$ cat src/rtl/softmax_pkg.sv
// Shared definitions for the softmax sum pipeline.
// Holds the Q-format constants, FSM encoding, the per-beat side-band tag that
// travels alongside the partial sums, and the output saturation helper.
package softmax_pkg;

  // Q-format of the exp-stage elements (Q4.12) and of the emitted sum (Q6.26)
  localparam int unsigned Q_IN_FRAC  = 12;
  localparam int unsigned Q_OUT_FRAC = 26;

  // Width the saturation helper works at; wide enough for any legal ACC_W
  localparam int unsigned SAT_W = 64;

  // FSM encoding kept as plain constants so older blocks can share it
  localparam logic [1:0] ST_ACCUM = 2'd0;
  localparam logic [1:0] ST_DRAIN = 2'd1;
  localparam logic [1:0] ST_HOLD  = 2'd2;

  typedef enum logic [1:0] {
    ACCUM = ST_ACCUM,
    DRAIN = ST_DRAIN,
    HOLD  = ST_HOLD
  } state_t;

  // Side-band flags carried with each beat through the pipeline
  typedef struct packed {
    logic first;      // first beat of the frame: restart the accumulator
    logic frame_end;  // last beat of the frame
    logic len_err;    // frame length mismatch, meaningful with frame_end
  } beat_tag_t;

  // Clamp a signed accumulator into the unsigned range [0, 2^out_w - 1]
  function automatic logic [SAT_W-1:0] sat_unsigned(input logic signed [SAT_W-1:0] acc,
                                                    input int unsigned out_w);
    logic [SAT_W-1:0] max_v;
    max_v = (SAT_W'(1) << out_w) - SAT_W'(1);
    if (acc < 0) begin
      return '0;
    end
    if ($unsigned(acc) > max_v) begin
      return max_v;
    end
    return $unsigned(acc);
  endfunction

endpackage

$ cat src/rtl/softmax_sum_accumulator_lane_adder_tree.sv
// Stage 1 of the softmax sum: converts LANES Q4.12 elements into the
// accumulator format (mask, optional negative clamp, sign-extend, align to
// the output fraction) and registers their adder-tree sum with the beat tag.
// Ports:
//   i_clk, i_rst      clock, async active-high reset
//   i_valid           beat transfers this cycle
//   i_clamp           frame mode: clamp negative elements to zero
//   i_tag             side-band flags of this beat
//   i_data, i_mask    packed elements (lane 0 in LSBs) and lane enables
//   o_valid, o_tag    registered beat valid and flags
//   o_sum             registered signed sum of the converted lanes
module lane_adder_tree
  import softmax_pkg::*;
#(
  parameter int unsigned LANES = 8,
  parameter int unsigned IN_W  = 16,
  parameter int unsigned SHIFT = 14,
  parameter int unsigned ACC_W = 40
) (
  input  logic                    i_clk,
  input  logic                    i_rst,
  input  logic                    i_valid,
  input  logic                    i_clamp,
  input  beat_tag_t               i_tag,
  input  logic [LANES*IN_W-1:0]   i_data,
  input  logic [LANES-1:0]        i_mask,
  output logic                    o_valid,
  output beat_tag_t               o_tag,
  output logic signed [ACC_W-1:0] o_sum
);

  logic signed [IN_W-1:0]  elem;
  logic signed [ACC_W-1:0] node [LANES];
  logic signed [ACC_W-1:0] sum_c;

  // Lane conversion followed by an in-place pairwise reduction
  always_comb begin
    elem  = '0;
    sum_c = '0;
    for (int i = 0; i < int'(LANES); i++) begin
      node[i] = '0;
    end
    for (int i = 0; i < int'(LANES); i++) begin
      elem = i_data[i*int'(IN_W) +: IN_W];
      if (!i_mask[i] || (i_clamp && elem[IN_W-1])) begin
        node[i] = '0;
      end else begin
        node[i] = {{(ACC_W-IN_W){elem[IN_W-1]}}, elem} <<< SHIFT;
      end
    end
    // Each pass halves the live width; writes land only on indices already read
    for (int unsigned w = LANES / 2; w >= 1; w = w / 2) begin
      for (int unsigned i = 0; i < w; i++) begin
        node[i] = node[2*i] + node[2*i+1];
      end
    end
    sum_c = node[0];
  end

  // Stage 1 register
  always_ff @(posedge i_clk or posedge i_rst) begin
    if (i_rst) begin
      o_valid <= 1'b0;
      o_tag   <= '0;
      o_sum   <= '0;
    end else begin
      o_valid <= i_valid;
      if (i_valid) begin
        o_tag <= i_tag;
        o_sum <= sum_c;
      end
    end
  end

endmodule

$ cat src/rtl/softmax_sum_accumulator.sv
// Streaming softmax denominator: accumulates a frame of up to N_TOTAL Q4.12
// exp values, LANES per beat, and emits one saturated unsigned Q6.26 sum per
// frame with a frame-length error flag. Valid/ready on both sides; one frame
// in flight at a time.
// Ports:
//   i_clk, i_rst          clock, async active-high reset
//   i_clamp_neg           frame mode (sampled on the first beat): clamp negatives
//   i_valid, o_ready      input beat handshake
//   i_data, i_mask        packed signed elements (lane 0 in LSBs), lane enables
//   i_last                final beat of the frame
//   o_valid, i_out_ready  result handshake
//   o_sum                 saturated Q6.26 sum
//   o_len_err             frame length mismatch, qualified by o_valid
module softmax_sum_accumulator
  import softmax_pkg::*;
#(
  parameter int unsigned N_TOTAL  = 64,
  parameter int unsigned LANES    = 8,
  parameter int unsigned IN_W     = 16,
  parameter int unsigned IN_FRAC  = Q_IN_FRAC,
  parameter int unsigned OUT_W    = 32,
  parameter int unsigned OUT_FRAC = Q_OUT_FRAC
) (
  input  logic                  i_clk,
  input  logic                  i_rst,
  input  logic                  i_clamp_neg,
  input  logic                  i_valid,
  output logic                  o_ready,
  input  logic [LANES*IN_W-1:0] i_data,
  input  logic [LANES-1:0]      i_mask,
  input  logic                  i_last,
  output logic                  o_valid,
  input  logic                  i_out_ready,
  output logic [OUT_W-1:0]      o_sum,
  output logic                  o_len_err
);

  localparam int unsigned SHIFT = OUT_FRAC - IN_FRAC;
  localparam int unsigned BEATS = N_TOTAL / LANES;
  localparam int unsigned ACC_W = OUT_W + $clog2(N_TOTAL) + 2;
  localparam int unsigned CNT_W = $clog2(BEATS + 1);

  state_t                  state_q, state_d;
  logic                    ready_d, valid_d, load_out_c;
  logic [CNT_W-1:0]        beat_cnt_q;
  logic                    mode_q;
  logic                    xfer_c, first_c, at_max_c, frame_end_c, clamp_c;
  beat_tag_t               tag_c;

  logic                    s1_valid;
  beat_tag_t               s1_tag;
  logic signed [ACC_W-1:0] s1_sum;

  logic signed [ACC_W-1:0] acc_q, acc_base_c;
  logic                    s2_done_q, s2_err_q;

  // Beat classification for the accepted input
  always_comb begin
    xfer_c      = i_valid && o_ready;
    first_c     = (beat_cnt_q == '0);
    at_max_c    = (beat_cnt_q == CNT_W'(BEATS - 1));
    frame_end_c = i_last || at_max_c;
    // Mode is live on the first beat and latched for the rest of the frame
    clamp_c     = first_c ? i_clamp_neg : mode_q;
    tag_c.first     = first_c;
    tag_c.frame_end = frame_end_c;
    tag_c.len_err   = (i_last != at_max_c);
  end

  // Beat counter and latched frame mode
  always_ff @(posedge i_clk or posedge i_rst) begin
    if (i_rst) begin
      beat_cnt_q <= '0;
      mode_q     <= 1'b0;
    end else if (xfer_c) begin
      beat_cnt_q <= frame_end_c ? '0 : beat_cnt_q + CNT_W'(1);
      if (first_c) begin
        mode_q <= i_clamp_neg;
      end
    end
  end

  // Stage 1: conversion and lane sum
  lane_adder_tree #(
    .LANES (LANES),
    .IN_W  (IN_W),
    .SHIFT (SHIFT),
    .ACC_W (ACC_W)
  ) u_tree (
    .i_clk   (i_clk),
    .i_rst   (i_rst),
    .i_valid (xfer_c),
    .i_clamp (clamp_c),
    .i_tag   (tag_c),
    .i_data  (i_data),
    .i_mask  (i_mask),
    .o_valid (s1_valid),
    .o_tag   (s1_tag),
    .o_sum   (s1_sum)
  );

  always_comb begin
    acc_base_c = s1_tag.first ? '0 : acc_q;
  end

  // Stage 2: frame accumulator; s2_done_q pulses once the frame's last beat is in
  always_ff @(posedge i_clk or posedge i_rst) begin
    if (i_rst) begin
      acc_q     <= '0;
      s2_done_q <= 1'b0;
      s2_err_q  <= 1'b0;
    end else begin
      s2_done_q <= s1_valid && s1_tag.frame_end;
      if (s1_valid) begin
        acc_q <= acc_base_c + s1_sum;
        if (s1_tag.frame_end) begin
          s2_err_q <= s1_tag.len_err;
        end
      end
    end
  end

  // Next-state and registered-output decode
  always_comb begin
    state_d    = state_q;
    ready_d    = 1'b0;
    valid_d    = o_valid;
    load_out_c = 1'b0;
    case (state_q)
      ACCUM: begin
        ready_d = 1'b1;
        if (xfer_c && frame_end_c) begin
          state_d = DRAIN;
          ready_d = 1'b0;
        end
      end
      DRAIN: begin
        if (s2_done_q) begin
          load_out_c = 1'b1;
          valid_d    = 1'b1;
          state_d    = HOLD;
        end
      end
      HOLD: begin
        if (i_out_ready) begin
          valid_d = 1'b0;
          ready_d = 1'b1;
          state_d = ACCUM;
        end
      end
      default: begin
        state_d = ACCUM;
        valid_d = 1'b0;
      end
    endcase
  end

  // State and output registers
  always_ff @(posedge i_clk or posedge i_rst) begin
    if (i_rst) begin
      state_q   <= ACCUM;
      o_ready   <= 1'b0;
      o_valid   <= 1'b0;
      o_sum     <= '0;
      o_len_err <= 1'b0;
    end else begin
      state_q <= state_d;
      o_ready <= ready_d;
      o_valid <= valid_d;
      if (load_out_c) begin
        o_sum     <= OUT_W'(sat_unsigned(SAT_W'(acc_q), OUT_W));
        o_len_err <= s2_err_q;
      end
    end
  end

endmodule

$ cat config.mk
export PLATFORM = sky130hd
export DESIGN_NAME = softmax_sum_accumulator
export DESIGN_NICKNAME = d
export VERILOG_FILES = /design/src/rtl/softmax_pkg.sv /design/src/rtl/softmax_sum_accumulator_lane_adder_tree.sv /design/src/rtl/softmax_sum_accumulator.sv
export SDC_FILE = /design/constraint.sdc
export NUM_CORES = 1
export LEC_CHECK = 0
export ABC_AREA = 1
export CORE_ASPECT_RATIO = 0.7
export CORE_MARGIN = 4
export CORE_UTILIZATION = 61
export CTS_CLUSTER_DIAMETER = 100
export CTS_CLUSTER_SIZE = 14
export DETAILED_ROUTE_END_ITERATION = 10
export PLACE_DENSITY = 0.88
export SLEW_MARGIN = 20
export SYNTH_ARGS = -nofsm -noshare
export SYNTH_HDL_FRONTEND = slang
export SYNTH_HIERARCHICAL = 1
export SYNTH_SLANG_ARGS = --single-unit
export TNS_END_PERCENT = 20
$ cat constraint.sdc
create_clock -name i_clk -period 14.1 [get_ports i_clk]
set_input_delay 1.41 -clock i_clk [delete_from_list [all_inputs] [get_ports i_clk]]
set_output_delay 1.41 -clock i_clk [all_outputs]
set_load 0.1 [all_outputs]
Word level (Yosys, flattened, before mapping):

Cells that the tools add are included.
Widths: inputs -> output; s select.

* output and inout port bits: 35
* word-level logic and storage cells: 99
* flip-flop bits (word level): 128

* bitwise operators: 1
* add/sub/neg operators: 9
* reduce and logical (&&, ||, !) cells: 33
* equal/unequal tests: 7
* magnitude comparators: 2
* mux-type cells: 32

Operators by type and width (count)
* $mux 40: 9
* $add 40x40->40: 8
* $mux 32: 4
* $gt 64x32->1 const B: 1
* $lt 40x1->1 const B: 1
* $mux 1: 12
* $logic_and 1x1->1: 11
* $logic_or 1x1->1: 9
* $logic_not 1->1: 8
* $mux 2: 3
* $ne 2x2->1 const B: 3
* $pmux 2 s3: 1
* $reduce_and 3->1: 2
* $add 4x1->4 const B: 1
* $eq 4x3->1 const B: 1
* $logic_not 4->1: 1
* $mux 4: 1
* $pmux 1 s3: 1
* $eq 2x1->1 const B: 1
* $eq 2x2->1 const B: 1
* $logic_not 2->1: 1
* $pmux 1 s2: 1
* $reduce_and 2->1: 1
* $ne 1x1->1: 1
* $not 1->1: 1

Depth between registers and ports, before layout:

* depth after elaboration: 8
* depth in mapped cells: 31

Modules after synthesis:

Netlist, hierarchy kept.

Modules (own cells, without submodules)
* softmax_sum_accumulator: seq. area each 2102.0 µm², cells each 1029, times used 1, area each 6477.5 µm²
* lane_adder_tree: seq. area each 750.7 µm², cells each 786, times used 1, area each 5646.7 µm²

Worst setup path before layout:

OpenSTA, ideal clock, no wires.

* path type: input to register
* start point: in i_clamp_neg
* end point: reg u_tree.o_sum[28]
* stages: 23
* slack: 8.319 ns
* arrival: 5.663 ns
* data required time: 13.982 ns
* library setup time: 0.118 ns
* cell sequence: nand2_1 > o21ai_0 > buf_2 > nand2_1 > nand2_1 > clkbuf_1 > nor2_1 > fa_1 > fa_1 > fa_1 > inv_1 > fa_1 > inv_1 > ha_1 > fa_1 > nand3_1 > nand3_2 > nand2_1 > nand2_1 > a21oi_2 > nand2_1 > nand3_1 > nand2_1

* word-level cells in the longest chain between the ends: 7
* elaborated cells between the ends (all ways): 32
* those cells by class: add/sub: 7; mux: 9; reduce/logical: 16

RTL lines
* start, declared: RTL line softmax_sum_accumulator.sv:26 `input logic i_clamp_neg,`
* $mux 1 (*)
* net clamp_c: RTL line softmax_sum_accumulator.sv:47 `logic xfer_c, first_c, at_max_c, frame_end_c, clamp_c;`
* $logic_and 1x1->1: RTL line softmax_sum_accumulator_lane_adder_tree.sv:45 `if (!i_mask[i] || (i_clamp && elem[IN_W-1])) begin`
* $logic_or 1x1->1: RTL line softmax_sum_accumulator_lane_adder_tree.sv:45
* $mux 40: RTL line softmax_sum_accumulator_lane_adder_tree.sv:45
* $add 40x40->40 (2 in series): RTL line softmax_sum_accumulator_lane_adder_tree.sv:54 `node[i] = node[2*i] + node[2*i+1];`
* $add 40x40->40 (*): RTL line softmax_sum_accumulator_lane_adder_tree.sv:54
* end signal, assigned: RTL line softmax_sum_accumulator_lane_adder_tree.sv:70 `o_sum <= sum_c;`
* end, declared: RTL line softmax_sum_accumulator_lane_adder_tree.sv:29 `output logic signed [ACC_W-1:0] o_sum`

Mark *: on every way through the listed nets, which the timed path passes. The rest lies on a longest branch.
A chain may end at the register's enable or synchronous reset.

Worst setup path in the final report:

* start point: in i_clamp_neg
* end point: reg u_tree.o_sum[36]

Same word-level chain as after synthesis.

==> metrics <==
fraction of layout cells with a size suffix above 1 4.06%; die width 177 um; RSZ-0062 raised after global routing no; Worst Path Max Fanout 13; Crit Path Category in2reg; setup bufs post-CTS 0; Die H 126 um; EDFF count, synth 0; #FFs+latches synth 114; initial core utilization 63.0%; crit-path most repeated cell nand2_1; area of the multi-input gates 0.00757 sq mm; diodes inserted 0; asr flop ratio synth 100%; Synth area leader dfrtp_1; TritonRoute pass-1 iters 5; fillers 1513; Crit path largest cell delay 0.74 ns; hold_ws 0.468 ns; PortBufs 176; CP top delay family adder cells; number of global-route vias before repair 11924; WP data required 14.40 ns; crit path launch type input port; count of final hold-check violations 0; largest net degree at the start of global routing 85; R2R depth 27; DRC Markers 0; Mapped Cells 1815; Final Max Tran Viols 0; status completed; final RePlAce weighted congestion 0.972; clock root cell clkbuf_16; CTS sink cnt 114; Syn. warnings 6; Area contributors post-synth dfrtp_1 (24%), nand2_1 (17%), fa_1 (17%); # rows 42; H-tree Lvls 4; share of the synthesized area in the top cell type 23.5%; dpl hpwl 28500 um; Tmin final 6.49 ns; CTS Buffer Depth 2; hold depth 2; vias per std cell 5.26; Worst slew margin 27.8%; Clock Latency Late Sink 0.42 ns; clk_skew 0.0111 ns; synth cell count leaders nand2_1 (542), inv_1 (397), nor2_1 (253), dfrtp_1 (114), fa_1 (101); final antenna-violating net count 0; wire per inst 15.5 um; CP Capture Type flop; buffers plus inverters on the worst setup path 7; Primary FF master, synth dfrtp_1; Slew @ Worst Pin 1.08 ns; hold_buf cts 0; grt total ovfl 0; Achievable Freq 154 MHz; post-synthesis cell type count 35; Seq/Total Area, Yosys 23.5%; maxcap violations 0; Routed WL 35100 um; DR vias 11879; Avg Cell Area, Syn 6.68 sq um; Crit-path slowest cell fa_1; All-Layer GR Usage 32.3%; area of the core 0.0192 sq mm; layout net count 2289; Worst EP arrival 6.79 ns; first-pass GRT wire length 58100 um; antenna violations before repair 0; Post-CTS Resized 0; synthesized area 0.0121 sq mm; Hold Path Class reg2reg; Final Core Density 76.1%; Num CTS Buffers 17; Worst-path clk slew 0.06 ns; CTS tree yes; final cycle utilization of the critical path 46.0%; top-count cell post-synth nand2_1; setup_tns 0 ns; CP Depth 25; area of the die 0.0222 sq mm; register area 0.00285 sq mm; Area Overhead vs Synth 20.8%; initial drt markers 1076; Final setup viols 0; Ports 177
-- layout make-up --
| class | instances | area share [%] |
|---|---|---|
| multi-input cells | 1265 | 51.7 |
| flip-flops and latches | 114 | 19.5 |
| repair buffers | 183 | 12.4 |
| inverters | 402 | 10.3 |
| clock buffers | 18 | 2.93 |
| well taps | 264 | 2.26 |
| clock inverters | 14 | 0.906 |
-- tightest hold or removal path, stage by stage, from the launching register on --
cell and delay, ns:
dfrtp_1 0.34, nand2_1 0.05, nand2_1 0.05
-- sequential cells by signal, indices dropped and copies added (netlist names) --
register,cells
o_len_err,1
u_tree/o_sum,26
mode_q,1
s2_done_q,1
u_tree/o_valid,1
s2_err_q,1
o_sum,32
beat_cnt_q,4
o_valid,1
acc_q,40
u_tree/o_tag,3
state_q,2
o_ready,1
-- cells by family after synthesis --
logic type | count (synthesis) | share of synthesized area (%)
AOI/OAI and AO/OA | 136 | 5.87
xor gates and xnor gates | 25 | 1.81
adders and majority gates | 164 | 23.2
buffers and inverters | 449 | 14.4
DFF | 114 | 23.5
other | 1 | 0.0309
and+or+nand+nor | 926 | 31.2
-- metrics by stage --
| stage | setup slack (ns) | area (sq um) | instances |
|---|---|---|---|
| final | 7.61 | 14600 | 2260 |
| after global routing | 7.30 | 14600 | 2260 |
| after CTS | 7.74 | 14600 | 2260 |
| after detailed placement | 7.33 | 14100 | 2228 |
| after global placement | 7.45 | 14100 | 2228 |
| after floorplan | 8.32 | 12200 | 1828 |
-- cells in the final DEF (no fill, tap or decap), types with 17 or more instances in the layout --
master	instances
a21oi_1	43
clkbuf_16	17
clkdlybuf4s50_1	176
dfrtp_1	114
fa_1	101
ha_1	63
inv_1	394
nand2_1	542
nand3_1	78
nor2_1	253
o21ai_0	67
xnor2_1	21
-- final timing paths --
check | from | endpoint | slack [ns]
worst max-delay path | i_clamp_neg | u_tree/o_sum[36] | 7.61
worst min-delay path | u_tree/o_tag[0] | s2_err_q | 0.47
worst max register to register | beat_cnt_q[0] | u_tree/o_sum[36] | 8.15
worst min register to register | u_tree/o_tag[0] | s2_err_q | 0.47
max in group asynchronous | i_rst | o_sum[26] | 11.95
min in group asynchronous | i_rst | u_tree/o_sum[14] | 1.46
-- routing by layer --
layer / vias to the layer above / global-route usage [%] / wire, um
met2: 526 / 49.5 / 15500
met4: 0 / 7.50 / 546
met3: 50 / 5.84 / 3050
li1: 5688 / - / -
met5: - / 0 / 0
met1: 5615 / 48.4 / 16000
Power is not shown: default switching activity piles up to over one toggle a cycle in this logic, so the estimate is an artifact.
